==> src/rtl/cnt_sweep_pkg.sv <==
// Shared types and sizing for the counter sweep controller.
package cnt_sweep_pkg;

  localparam int W_DEFAULT = 8;
  localparam int CYC_W     = 4;

  typedef enum logic [2:0] {
    IDLE,
    LOAD,
    UP,
    DOWN,
    DONE
  } state_t;

endpackage

==> src/rtl/cnt_sweep_ctrl.sv <==
// Drives an external up/down loadable counter through repeated lo->hi->lo sweeps.
// The counter only holds when loaded, so every non-counting state reloads its own value.
module cnt_sweep_ctrl
  import cnt_sweep_pkg::*;
#(
  parameter int W = W_DEFAULT
) (
  input  logic             clk,
  input  logic             rst,
  input  logic             start,
  input  logic             abort,
  input  logic [W-1:0]     lo,
  input  logic [W-1:0]     hi,
  input  logic [CYC_W-1:0] cycles,
  input  logic [W-1:0]     count,
  output logic             cnt_load,
  output logic             cnt_u_d,
  output logic [W-1:0]     cnt_data,
  output logic             busy,
  output logic             done,
  output logic             err
);

  localparam logic [W-1:0]     ONE     = W'(1);
  localparam logic [CYC_W-1:0] REM_ONE = CYC_W'(1);

  state_t           state, next_state;
  logic [W-1:0]     lo_q, hi_q;
  logic [CYC_W-1:0] rem;

  logic start_ok, start_bad, turn_down, turn_up;

  always_comb begin
    next_state = state;
    cnt_load   = 1'b1;
    cnt_u_d    = 1'b1;
    cnt_data   = count;
    busy       = 1'b0;
    start_ok   = 1'b0;
    start_bad  = 1'b0;
    turn_down  = 1'b0;
    turn_up    = 1'b0;

    case (state)
      IDLE: begin
        if (start) begin
          if ((lo < hi) && (cycles != '0)) begin
            start_ok   = 1'b1;
            next_state = LOAD;
          end else begin
            start_bad  = 1'b1;
          end
        end
      end
      LOAD: begin
        busy       = 1'b1;
        cnt_data   = lo_q;
        next_state = abort ? IDLE : UP;
      end
      UP: begin
        busy     = 1'b1;
        cnt_load = 1'b0;
        cnt_u_d  = 1'b1;
        // Turn one value early: the counter lands on hi_q on this same edge.
        if (abort) begin
          next_state = IDLE;
        end else if (count == hi_q - ONE) begin
          turn_down  = 1'b1;
          next_state = DOWN;
        end
      end
      DOWN: begin
        busy     = 1'b1;
        cnt_load = 1'b0;
        cnt_u_d  = 1'b0;
        if (abort) begin
          next_state = IDLE;
        end else if (count == lo_q + ONE) begin
          turn_up    = 1'b1;
          next_state = (rem > REM_ONE) ? UP : DONE;
        end
      end
      DONE: begin
        next_state = IDLE;
      end
      default: begin
        next_state = IDLE;
      end
    endcase
  end

  always_ff @(posedge clk) begin
    if (!rst) begin
      state <= IDLE;
      lo_q  <= '0;
      hi_q  <= '0;
      rem   <= '0;
      done  <= 1'b0;
      err   <= 1'b0;
    end else begin
      state <= next_state;
      done  <= (next_state == DONE);
      err   <= start_bad;
      if (start_ok) begin
        lo_q <= lo;
        hi_q <= hi;
        rem  <= cycles;
      end else if (turn_up) begin
        rem  <= rem - REM_ONE;
      end
    end
  end

  // turn_down only documents the UP->DOWN edge; nothing else needs it.
  logic unused_turn_down;
  assign unused_turn_down = turn_down;

endmodule

==> config.mk <==
export PLATFORM = sky130hd
export DESIGN_NAME = cnt_sweep_ctrl
export DESIGN_NICKNAME = d
export VERILOG_FILES = /design/src/rtl/cnt_sweep_pkg.sv /design/src/rtl/cnt_sweep_ctrl.sv
export SDC_FILE = /design/constraint.sdc
export NUM_CORES = 1
export LEC_CHECK = 0
export CAP_MARGIN = 20
export CORE_MARGIN = 2
export CORE_UTILIZATION = 49
export DETAILED_ROUTE_END_ITERATION = 12
export GPL_TIMING_DRIVEN = 0
export HOLD_SLACK_MARGIN = 0.02
export PLACE_DENSITY = 0.83
export SLEW_MARGIN = 5
export SYNTH_ARGS = -nofsm -noshare
export SYNTH_HDL_FRONTEND = slang
export SYNTH_SLANG_ARGS = --single-unit
==> constraint.sdc <==
create_clock -name clk -period 2.2 [get_ports clk]
set_input_delay 0.22 -clock clk [delete_from_list [all_inputs] [get_ports clk]]
set_output_delay 0.22 -clock clk [all_outputs]
set_load 0.1 [all_outputs]
Word-level counts from Yosys, hierarchy flattened
Cells that the tools add are included.
Cells by class
  $add $sub $neg: 3
  multiply operators: 0
  div/mod/pow operators: 0
  magnitude comparators: 2
  equality and inequality tests: 6
  shifts and indexed selects: 0
  muxes and demuxes: 22
  bitwise logic cells: 0
  reduce and logical (&&, ||, !) cells: 7
Operator list (number)
  $mux 3: 7
  $eq 8x8->1: 2
  $pmux 3 s4: 1
  $mux 1: 10
  $add 8x1->8 const B: 1
  $lt 8x8->1: 1
  $mux 4: 2
  $mux 8: 1
  $sub 8x1->8 const B: 1
  $eq 3x2->1 const B: 2
  $gt 4x1->1 const B: 1
  $reduce_bool 4->1: 1
  $sub 4x1->4 const B: 1
  $eq 3x1->1 const B: 1
  $eq 3x3->1 const B: 1
  $logic_not 3->1: 1
  $reduce_and 3->1: 1
  $reduce_or 3->1: 1
  $mux 2: 1
  $reduce_bool 2->1: 1
  $reduce_or 2->1: 1
  $logic_and 1x1->1: 1
Storage, ports and cells
  register bits: 25
  latch bits: 0
  RAM bits: 0
  ROM bits: 0
  output and inout port bits: 13
  memories kept: 0

Logic depth before layout (Yosys ltp)
  depth in word-level cells: 7
  mapped depth: 10

Worst setup path after synthesis
OpenSTA, ideal clock, no wires.
  kind: register to register
  start point: register state[1]
  end point: register rem[3]
  setup time: 0.074 ns
  arrival time: 2.387 ns
  slack: -0.261 ns
  stages on the path, launching flop included: 6
  path buffers: 0
  cells stage by stage: dfxtp_1 -> nand3b_1 -> nor2_1 -> nand4_2 -> or3_1 -> a31oi_1
Between the ends
  cells in the longest elaborated chain, start to end: 3
Ends and longest elaborated chain
  start: declaration: line cnt_sweep_ctrl.sv:27  | state_t state, next_state;
  start signal: assignment: line cnt_sweep_ctrl.sv:101  | state <= next_state;
  $eq 3x2->1 / $logic_not 3->1 (equally long branches): line cnt_sweep_ctrl.sv:44  | case (state)
  $mux 1: line cnt_sweep_ctrl.sv:44
  $reduce_bool 2->1 (no source line) / $mux 4 (equally long branches)
  end signal: assignment: line cnt_sweep_ctrl.sv:107  | rem <= cycles;
  end signal: assignment: line cnt_sweep_ctrl.sv:109  | rem <= rem - REM_ONE;
  end: declaration: line cnt_sweep_ctrl.sv:29  | logic [CYC_W-1:0] rem;
Several ways; a longest one is shown, not always the timed one.
A chain may end at the register's enable or synchronous reset.

Worst setup path in the final report
  start point: input port count[7]
  end point: register rem[3]
Between the ends
  cells in the longest elaborated chain, start to end: 5
Ends and longest elaborated chain
  start: declaration: line cnt_sweep_ctrl.sv:15  | input logic [W-1:0] count,
  $eq 8x8->1: line cnt_sweep_ctrl.sv:78  | end else if (count == lo_q + ONE) begin
  $mux 1: line cnt_sweep_ctrl.sv:78
  $mux 1: line cnt_sweep_ctrl.sv:76  | if (abort) begin
  $mux 1: line cnt_sweep_ctrl.sv:44
  $reduce_bool 2->1 (no source line)
Every way passes these cells.

==> flow_summary.json <==
{
  "syn_avg_cell_area_um2": 8.51,
  "dp.cells": 296,
  "yosysWarnings": 0,
  "clkPwrFrac_pct": 16.4,
  "totalWireLength_um": 4200,
  "routed_via_density": 5.30,
  "gp_congestion": 0.770,
  "end_kind": "flop",
  "crit_type": "primary input to flop",
  "syn_area_um2": 1750,
  "maxSlewHeadroom_pct": 35.6,
  "drt_pass1_iterations": 4,
  "ir_drop_uv": 272,
  "power_frac_seq_pct": 41.9,
  "utilization_pct": 69.4,
  "antenna_found_initial": 0,
  "cp_max_fo": 6,
  "antenna_cells": 0,
  "die_h_um": 63.8,
  "numClockSinks": 25,
  "fillers": 278,
  "grt_pass1_wl_um": 6780,
  "grtUsageTotal_pct": 21.1,
  "cts_buffer_depth": 2,
  "path_clk_slew_ns": 0.15,
  "crit_arrival_ns": 2.37,
  "routedWlPerCell_um": 13.8,
  "power.switching_w": 0.000481,
  "worst_slew_pin_slew_ns": 0.962,
  "worst_setup_path_start_kind": "primary input",
  "dp_hpwl_um": 3280,
  "fin_cells": 305,
  "status": "finished clean",
  "synth_cell_types": 37,
  "coreArea_um2": 3390,
  "report.final.slew_viol_count": 0,
  "fin_hold_ws_ns": 0.464,
  "synth-edff-count": 0,
  "seq_area_um2": 512,
  "routed.top_layer": "met4",
  "p_int_w": 0.000777,
  "nets": 303,
  "dr_wl_met3_um": 158,
  "worstSkewPairLatency_ns": 0.32,
  "timing.final.crit_period_ns": 2.10,
  "drtIter0Drc": 55,
  "grt-ovfl-total": 0,
  "seq_area_frac_synth_pct": 28.6,
  "hold_viol": 0,
  "cts_tree": "yes",
  "grt_max_degree": 15,
  "dr_wl_met2_um": 2030,
  "synthesis.nets": 249,
  "route.detailed.drc": 0,
  "vias": 1615,
  "io_pins": 45,
  "cts_buffers": 3,
  "most-common-layout-cells": "32 x clkdlybuf4s50_1, 22 x nor2_1, 16 x mux2i_1, 16 x dfxtp_1",
  "async_flop_share_pct": 0,
  "ant_nets": 0,
  "p_comb_share_pct": 41.7,
  "maxCapViolCount": 0,
  "setup-violations-final": 0,
  "fin_crit_sh_pct": 95.6,
  "grt_pass1_vias": 1470,
  "clock_skew_ns": 0.0162,
  "required_ns": 2.47,
  "netSwitchingFraction_pct": 38.2,
  "die-area_um2": 4070,
  "final_common_cell": "clkdlybuf4s50_1",
  "finalPower_w": 0.00126,
  "synth-seq-cells": 25,
  "fmax_ghz": 0.475,
  "placementRows": 21,
  "syn_to_final_growth_pct": 34.1,
  "multi_input_area_um2": 1210,
  "die_w_um": 63.8,
  "power.leakage_nw": 0.953,
  "io_buffers": 43,
  "power_density_nw_per_um2": 535,
  "netlist_instances": 206,
  "wl_met1_um": 1990,
  "root_buffer": "clkbuf_4",
  "hp-class": "primary input to flop",
  "synth_ff_type": "dfxtp_1",
  "htreeDepth": 1,
  "start_util_pct": 51.7,
  "finalSetupTns_ns": 0,
  "drive_gt1_share_pct": 17.4
}
-- registers in the layout (all words and copies together), names as in the netlist --
register and flops:
state 3, done 1, err 1, lo_q 8
rem 4, hi_q 8
-- worst max-delay path, stage by stage --
cell and delay, ns:
clkdlybuf4s50_1 0.46, xnor2_1 0.18, or3_1 0.43, a211oi_4 0.33
nand4_2 0.22, or3_1 0.36, a31oi_1 0.16
-- path summary, 6_finish.rpt --
path                            cells after the start                 start                   to  slack [ns]
worst min register to register                      2   rem[3]$_SDFFE_PN0P_  rem[3]$_SDFFE_PN0P_        0.53
worst max-delay path                                7              count[7]  rem[3]$_SDFFE_PN0P_         0.1
worst min-delay path                                5              count[2]  state[0]$_SDFF_PN0_        0.46
worst max register to register                      6  lo_q[7]$_SDFFE_PN0P_  rem[3]$_SDFFE_PN0P_        0.11
-- what timing repair did --
| action | 4_1_cts | 5_1_grt |
|---|---|---|
| setup endpoints to repair | 20 | 21 |
| pin swaps | 0 | 1 |
| hold buffers | 0 | 0 |
| setup buffers | 0 | 5 |
| gates resized for setup | 40 | 20 |
-- routing by layer --
metal,up-vias,GRT usage [%]
li1,838,-
met1,734,28.4
met2,41,35.4
met3,2,2.99
met4,0,4.89
met5,-,0
-- area by class of cell --
| class | count | area share (%) |
|---|---|---|
| well taps | 46 | 2.45 |
| multi-input cells | 163 | 51.4 |
| inverters | 14 | 2.24 |
| clock buffers | 3 | 0.958 |
| plain buffers | 4 | 1.44 |
| flip-flops and latches | 25 | 21.8 |
| repair buffers | 49 | 19.6 |
| clock inverters | 1 | 0.213 |
-- cells in the mapped netlist, types with 5 or more instances --
master | instances | area (µm²)
nand2_1 | 9 | 33.8
o21ai_0 | 11 | 55.1
nor2_1 | 23 | 86.3
dfxtp_1 | 25 | 500
nor3_1 | 5 | 25.0
xnor2_1 | 13 | 114
ha_1 | 11 | 138
xor2_1 | 8 | 70.1
nand3_1 | 11 | 55.1
mux2i_1 | 16 | 160
mux2_2 | 8 | 90.1
inv_1 | 13 | 48.8
a21oi_1 | 8 | 40.0
-- per-stage QoR --
| stage | setup slack (ns) | cell area (µm²) |
|---|---|---|
| after floorplan | -0.109 | 1760 |
| after global placement | -0.939 | 2250 |
| after detailed placement | -0.518 | 2250 |
| after CTS | -0.164 | 2270 |
| after global routing | -0.0170 | 2350 |
| final | 0.0959 | 2350 |
-- kinds of logic after synthesis --
family / share of synthesized area (%)
multiplexers: 14.3
buffers and inverters: 4.00
AO/OA/AOI/OAI: 9.42
AND/OR/NAND/NOR: 24.1
adder cells (fa/ha/maj): 7.85
XOR/XNOR: 11.8
flip-flops: 28.6
-- power groups by stage --
stage	combinational, W	clock [W]	sequential [W]
final	0.000525	0.000207	0.000526
after floorplan	0.000354	0	0.000529
after CTS	0.000497	0.000207	0.000523
after global placement	0.000491	0	0.000532
after detailed placement	0.000500	0	0.000533
after global routing	0.000567	0.000229	0.000531
Note: power is estimated with default switching activity, not from simulation.
